--- config.mk ---
export PLATFORM = sky130hd
export DESIGN_NAME = gray_window_3x3
export DESIGN_NICKNAME = d
export VERILOG_FILES = /design/src/rtl/gray_window_3x3.sv
export SDC_FILE = /design/constraint.sdc
export NUM_CORES = 1
export LEC_CHECK = 0
export CAP_MARGIN = 20
export CORE_AREA = 3 3 190 192
export CTS_BUF_LIST = sky130_fd_sc_hd__clkbuf_2 sky130_fd_sc_hd__clkbuf_4 sky130_fd_sc_hd__clkbuf_8
export DETAILED_ROUTE_END_ITERATION = 10
export DIE_AREA = 0 0 193 195
export GPL_ROUTABILITY_DRIVEN = 1
export PLACE_DENSITY = 0.87
export SLEW_MARGIN = 20
export SYNTH_ARGS = -nofsm -noshare
export SYNTH_HDL_FRONTEND = slang
export SYNTH_SLANG_ARGS = --single-unit
--- constraint.sdc ---
create_clock -name clk -period 3.4 [get_ports clk]
set_clock_uncertainty 0.2 [all_clocks]
set_input_delay 0.68 -clock clk [delete_from_list [all_inputs] [get_ports clk]]
set_output_delay 0.68 -clock clk [all_outputs]
set_load 0.02 [all_outputs]
--- src/rtl/gray_window_3x3.sv ---
// gray_window_3x3: 3x3 sliding-window generator for the CNN front end.
// Takes the raster-order gray pixel stream, keeps the two previous lines in
// line buffers and emits every fully populated 3x3 neighbourhood with one
// cycle of latency, plus a pulse when the last pixel of a frame is taken.
// Optional feature macro: GRAY_THRESH_EN (binarize pixels against THRESH
// before they enter the line buffers and the window).
module gray_window_3x3 #(
    parameter int IMG_W  = 28,
    parameter int IMG_H  = 28,
    parameter int PX_BW  = 8,
    parameter int THRESH = 128
) (
    input  logic                 clk,
    input  logic                 reset,
    input  logic [PX_BW-1:0]     i_px,
    input  logic                 i_in_valid,
    output logic [9*PX_BW-1:0]   o_window,
    output logic                 o_valid,
    output logic                 o_frame_done
);

    localparam int CW = (IMG_W > 1) ? $clog2(IMG_W) : 1;
    localparam int RW = (IMG_H > 1) ? $clog2(IMG_H) : 1;

    localparam logic [CW-1:0] COL_LAST = CW'(IMG_W - 1);
    localparam logic [RW-1:0] ROW_LAST = RW'(IMG_H - 1);
    localparam logic [CW-1:0] COL_TWO  = CW'(2);
    localparam logic [RW-1:0] ROW_TWO  = RW'(2);

    // One extra bit so a threshold equal to 2**PX_BW means "never set".
    localparam logic [PX_BW:0] THRESH_V = (PX_BW + 1)'(THRESH);

`ifdef GRAY_THRESH_EN
    localparam bit THRESH_ON = 1'b1;
`else
    localparam bit THRESH_ON = 1'b0;
`endif

    logic [CW-1:0]    col_q, col_d;
    logic [RW-1:0]    row_q, row_d;
    logic [PX_BW-1:0] win_q [9];
    logic [PX_BW-1:0] win_d [9];
    logic             valid_q, valid_d;
    logic             frameDone_q, frameDone_d;

    logic [PX_BW-1:0] lb0 [IMG_W];
    logic [PX_BW-1:0] lb1 [IMG_W];

    logic [PX_BW-1:0] pxStore;
    logic [PX_BW-1:0] lb0Rd;
    logic [PX_BW-1:0] lb1Rd;
    logic             accept;
    logic             colLast;
    logic             rowLast;

    assign accept  = i_in_valid;
    assign colLast = (col_q == COL_LAST);
    assign rowLast = (row_q == ROW_LAST);
    assign lb0Rd   = lb0[col_q];
    assign lb1Rd   = lb1[col_q];

    // Value that enters the buffers: raw pixel, or binarized when the threshold option is built in.
    always_comb begin
        pxStore = i_px;
        if (THRESH_ON) begin
            pxStore = ({1'b0, i_px} >= THRESH_V) ? {PX_BW{1'b1}} : {PX_BW{1'b0}};
        end
    end

    // Raster position tracking; wraps straight into the next frame with no idle cycle.
    always_comb begin
        col_d = col_q;
        row_d = row_q;
        if (accept) begin
            if (colLast) begin
                col_d = '0;
                row_d = rowLast ? '0 : row_q + 1'b1;
            end else begin
                col_d = col_q + 1'b1;
            end
        end
    end

    // Window shifts left by one column and takes {r-2, r-1, r} at the current column on the right.
    always_comb begin
        for (int i = 0; i < 9; i++) begin
            win_d[i] = win_q[i];
        end
        if (accept) begin
            for (int r = 0; r < 3; r++) begin
                win_d[r*3 + 0] = win_q[r*3 + 1];
                win_d[r*3 + 1] = win_q[r*3 + 2];
            end
            win_d[2] = lb0Rd;
            win_d[5] = lb1Rd;
            win_d[8] = pxStore;
        end
    end

    // A window is complete only once two full lines and two columns of the current line are in.
    always_comb begin
        valid_d     = accept && (row_q >= ROW_TWO) && (col_q >= COL_TWO);
        frameDone_d = accept && colLast && rowLast;
    end

    // Counters, window and output flags; all cleared asynchronously by reset.
    always_ff @(posedge clk or posedge reset) begin
        if (reset) begin
            col_q       <= '0;
            row_q       <= '0;
            valid_q     <= 1'b0;
            frameDone_q <= 1'b0;
            for (int i = 0; i < 9; i++) begin
                win_q[i] <= '0;
            end
        end else begin
            col_q       <= col_d;
            row_q       <= row_d;
            valid_q     <= valid_d;
            frameDone_q <= frameDone_d;
            for (int i = 0; i < 9; i++) begin
                win_q[i] <= win_d[i];
            end
        end
    end

    // Line buffers move one row older per accepted pixel; contents are never reset.
    always_ff @(posedge clk) begin
        if (accept) begin
            lb0[col_q] <= lb1Rd;
            lb1[col_q] <= pxStore;
        end
    end

    // Pack the window row-major with the oldest/leftmost pixel in the top byte.
    always_comb begin
        o_window = '0;
        for (int i = 0; i < 9; i++) begin
            o_window[(8 - i)*PX_BW +: PX_BW] = win_q[i];
        end
    end

    assign o_valid      = valid_q;
    assign o_frame_done = frameDone_q;

endmodule

==> impl_metrics.env <==
export IMPL_status="completed"
export IMPL_nets=1278
export IMPL_io_pins=85
export IMPL_port_buffers=84
export IMPL_syn2layout_area_growth_pct=16.1
export IMPL_ys_warnings_count=0
export IMPL_die_w_um=193
export IMPL_multi_input_area_um2=4740
export IMPL_vias=11555
export IMPL_htreeDepth=3
export IMPL_slowest_stage="dfrtp_1"
export IMPL_die_y_um=195
export IMPL_power_frac_clock_pct=23.1
export IMPL_slowest_delay_ps=770
export IMPL_powerDensity_nw_per_um2=907
export IMPL_hold_class="primary input to asynchronous set/reset pin"
export IMPL_use_met1_pct=36.4
export IMPL_cts_tree="built"
export IMPL_met2_usage_pct=41.5
export IMPL_via_per_inst=6.49
export IMPL_drtIter0Drc=1803
export IMPL_worstRegToRegCells=6
export IMPL_synth_cells=1061
export IMPL_path_class="flip-flop to flip-flop"
export IMPL_synth_area_per_cell_um2=19.5
export IMPL_dp_cells=1636
export IMPL_setup_viol=0
export IMPL_grt_pass1_vias=11750
export IMPL_start_util_pct=59.9
export IMPL_p_sw_share_pct=33.4
export IMPL_nFillCells=1980
export IMPL_fp_row_count=68
export IMPL_grt_setup_unrepaired="no"
export IMPL_grt_max_degree=52
export IMPL_antenna_found_initial=1
export IMPL_synth_top_cell_area_share_pct=65.0
export IMPL_wl_per_cell_um=27.6
export IMPL_final_core_util_pct=69.5
export IMPL_worst_setup_path_start_kind="flip-flop"
export IMPL_internal_power_w=0.0145
export IMPL_clock_latency_ps=630
export IMPL_power_w=0.0218
export IMPL_seqPwrFrac_pct=44.3
export IMPL_grt_first_pass_wirelength_um=73500
export IMPL_ys_types=51
export IMPL_pwr_share_comb_pct=32.6
export IMPL_layout_drive_gt1_share_pct=27.9
export IMPL_period_needed_ps=3210
export IMPL_drc=0
export IMPL_end_kind="flip-flop"
export IMPL_power_leakage_nw=8.32
export IMPL_cp_max_fo=28
export IMPL_cp_depth=6
export IMPL_ant_nets=0
export IMPL_syn_area_um2=20700
export IMPL_synth_edf_count=448
export IMPL_cts_sink_count=532
export IMPL_clock_path_buffers=3
export IMPL_place_congestion=0.891
export IMPL_ys_flop_type="edfxtp_1"
export IMPL_ir_drop_mv=0.571
export IMPL_busiest_layer="met2"
export IMPL_yosys_area_top_type="edfxtp_1"
export IMPL_yosysMostFrequentCell="edfxtp_1"
export IMPL_core_um2=34500
export IMPL_period_share_pct=94.5
export IMPL_tightest_slew_ps=1090
export IMPL_p_sw_w=0.00728
export IMPL_dr_pass1_iters=7
export IMPL_yosysSeqAreaShare_pct=75.2
export IMPL_required_ps=3540
export IMPL_path_cells="buf_4 -> nand4bb_1 -> o22ai_1 -> a211oi_2 -> nand3_1 -> buf_12"
export IMPL_hold_viol_final=0
export IMPL_gr_total_overflow=0
export IMPL_drt_total_wl_um=49200
export IMPL_cts_made_buffers=78
export IMPL_gr_usage_met3_pct=6.97
export IMPL_cts_root_buffer="clkbuf_8"
export IMPL_synthTopCellsByArea="edfxtp_1 65%, dfrtp_1 10%, mux4_2 6.4%, mux2i_1 4.4%, mux2_2 3.8%"
export IMPL_path_clk_slew_ps=70
export IMPL_cp_top_family="flip-flops"
export IMPL_die_area_um2=37600
export IMPL_yosys_top_cells_count="448 x edfxtp_1, 91 x mux2i_1, 84 x dfrtp_1, 69 x mux2_2, 59 x mux4_2"
export IMPL_slew_limit_headroom_pct=26.9
export IMPL_synth_seq_cells=532
export IMPL_track_usage_pct=26.7
export IMPL_tns_ps=0
export IMPL_crit_arrival_ps=3350
export IMPL_drv_cap=0
export IMPL_synth_nets=1078
export IMPL_fin_cells=1780
export IMPL_crit_buf_inv=2
export IMPL_slew_viol_final=0
export IMPL_async_reset_ff_share_pct=15.8
export IMPL_fmax_mhz=311
export IMPL_regArea_um2=15600
export IMPL_n_antenna_cell=0
export IMPL_hpwlAfterDp_um=30700
[cell usage in the layout, fill, tap and decap left out, types with 4 or more instances in the layout]
cell / count
nor4_1: 7
a211oi_2: 5
mux4_1: 6
clkbuf_8: 80
nor2b_1: 4
xnor2_1: 4
o22ai_1: 23
edfxtp_1: 448
buf_4: 86
a31oi_1: 10
o21ai_1: 6
mux2_2: 69
nand2_1: 23
nand3_1: 15
clkinv_2: 16
clkinv_1: 16
clkdlybuf4s50_1: 83
o22ai_2: 5
inv_1: 4
mux2i_1: 91
ha_1: 6
nor2_1: 58
inv_6: 4
clkbuf_4: 24
nor3_1: 4
dfrtp_1: 82
a22oi_1: 27
buf_12: 5
mux4_2: 59
[sequential cells by signal, summed over array words and instances, names as in the netlist]
name,count
o_frame_done,1
lb0,224
o_window,72
lb1,224
col_q,5
o_valid,1
row_q,5
[worst reg2reg max path, cell delays in order (launching register included)]
cell and delay (ps):
dfrtp_1 770, buf_4 320, nand4bb_1 510, o22ai_1 200, a211oi_2 450, nand3_1 240, buf_12 220
[power by group through the flow]
stage / sequential (W) / combinational [W] / clock [W]
after floorplan: 0.00986 / 0.00397 / 0
after global placement: 0.00969 / 0.00665 / 0
after detailed placement: 0.00976 / 0.00694 / 0
after CTS: 0.00964 / 0.00701 / 0.00507
after global routing: 0.00972 / 0.00748 / 0.00537
final: 0.00965 / 0.00711 / 0.00502
[area by class of cell]
| cell class | instances | area share (%) |
|---|---|---|
| clock buffers | 104 | 5.34 |
| clock inverters | 40 | 1.07 |
| inverters | 5 | 0.0834 |
| multi-input cells | 470 | 19.7 |
| flip-flops and latches | 532 | 64.8 |
| well taps | 455 | 2.37 |
| repair buffers | 174 | 6.57 |
[path summary, 6_finish.rpt]
kind                                   start            to  slack [ps]
worst max-delay path                col_q[4]    lb0[14][4]         190
max in group asynchronous              reset   o_window[8]        2200
worst max register to register      col_q[4]    lb0[14][4]         190
min in group clk                  i_in_valid  o_window[30]         260
worst min register to register  o_window[18]  o_window[18]         300
worst min-delay path                   reset  o_window[55]         180
[kinds of logic after synthesis]
kind of cell	synth area share, %
compound gates	3.60
xor+xnor	0.169
buf+inv	1.92
mux	15.3
flops	75.2
fa+ha+maj	0.363
simple gates	3.39
[stage by stage]
stage | worst slack (ps) | area [µm²] | hold slack (ps)
2_1_floorplan | 355 | 20700 | 348
3_3_place_gp | 306 | 22500 | 289
3_5_place_dp | 247 | 22500 | 295
4_1_cts | 163 | 24000 | 167
5_1_grt | 216 | 24000 | 178
6_report | 189 | 24000 | 177
[per-layer routing]
metal | vias up | wire length [µm]
li1 | 4689 | -
met1 | 5761 | 17500
met2 | 931 | 23300
met3 | 174 | 6270
met4 | 0 | 2090
met5 | - | 0
[what timing repair did]
item | in CTS | in global routing
endpoints found under the setup margin | 0 | 6
gates resized for setup | 0 | 2
hold buffers | 0 | 0
setup buffers | 0 | 0
(Power assumes the default switching activity.)
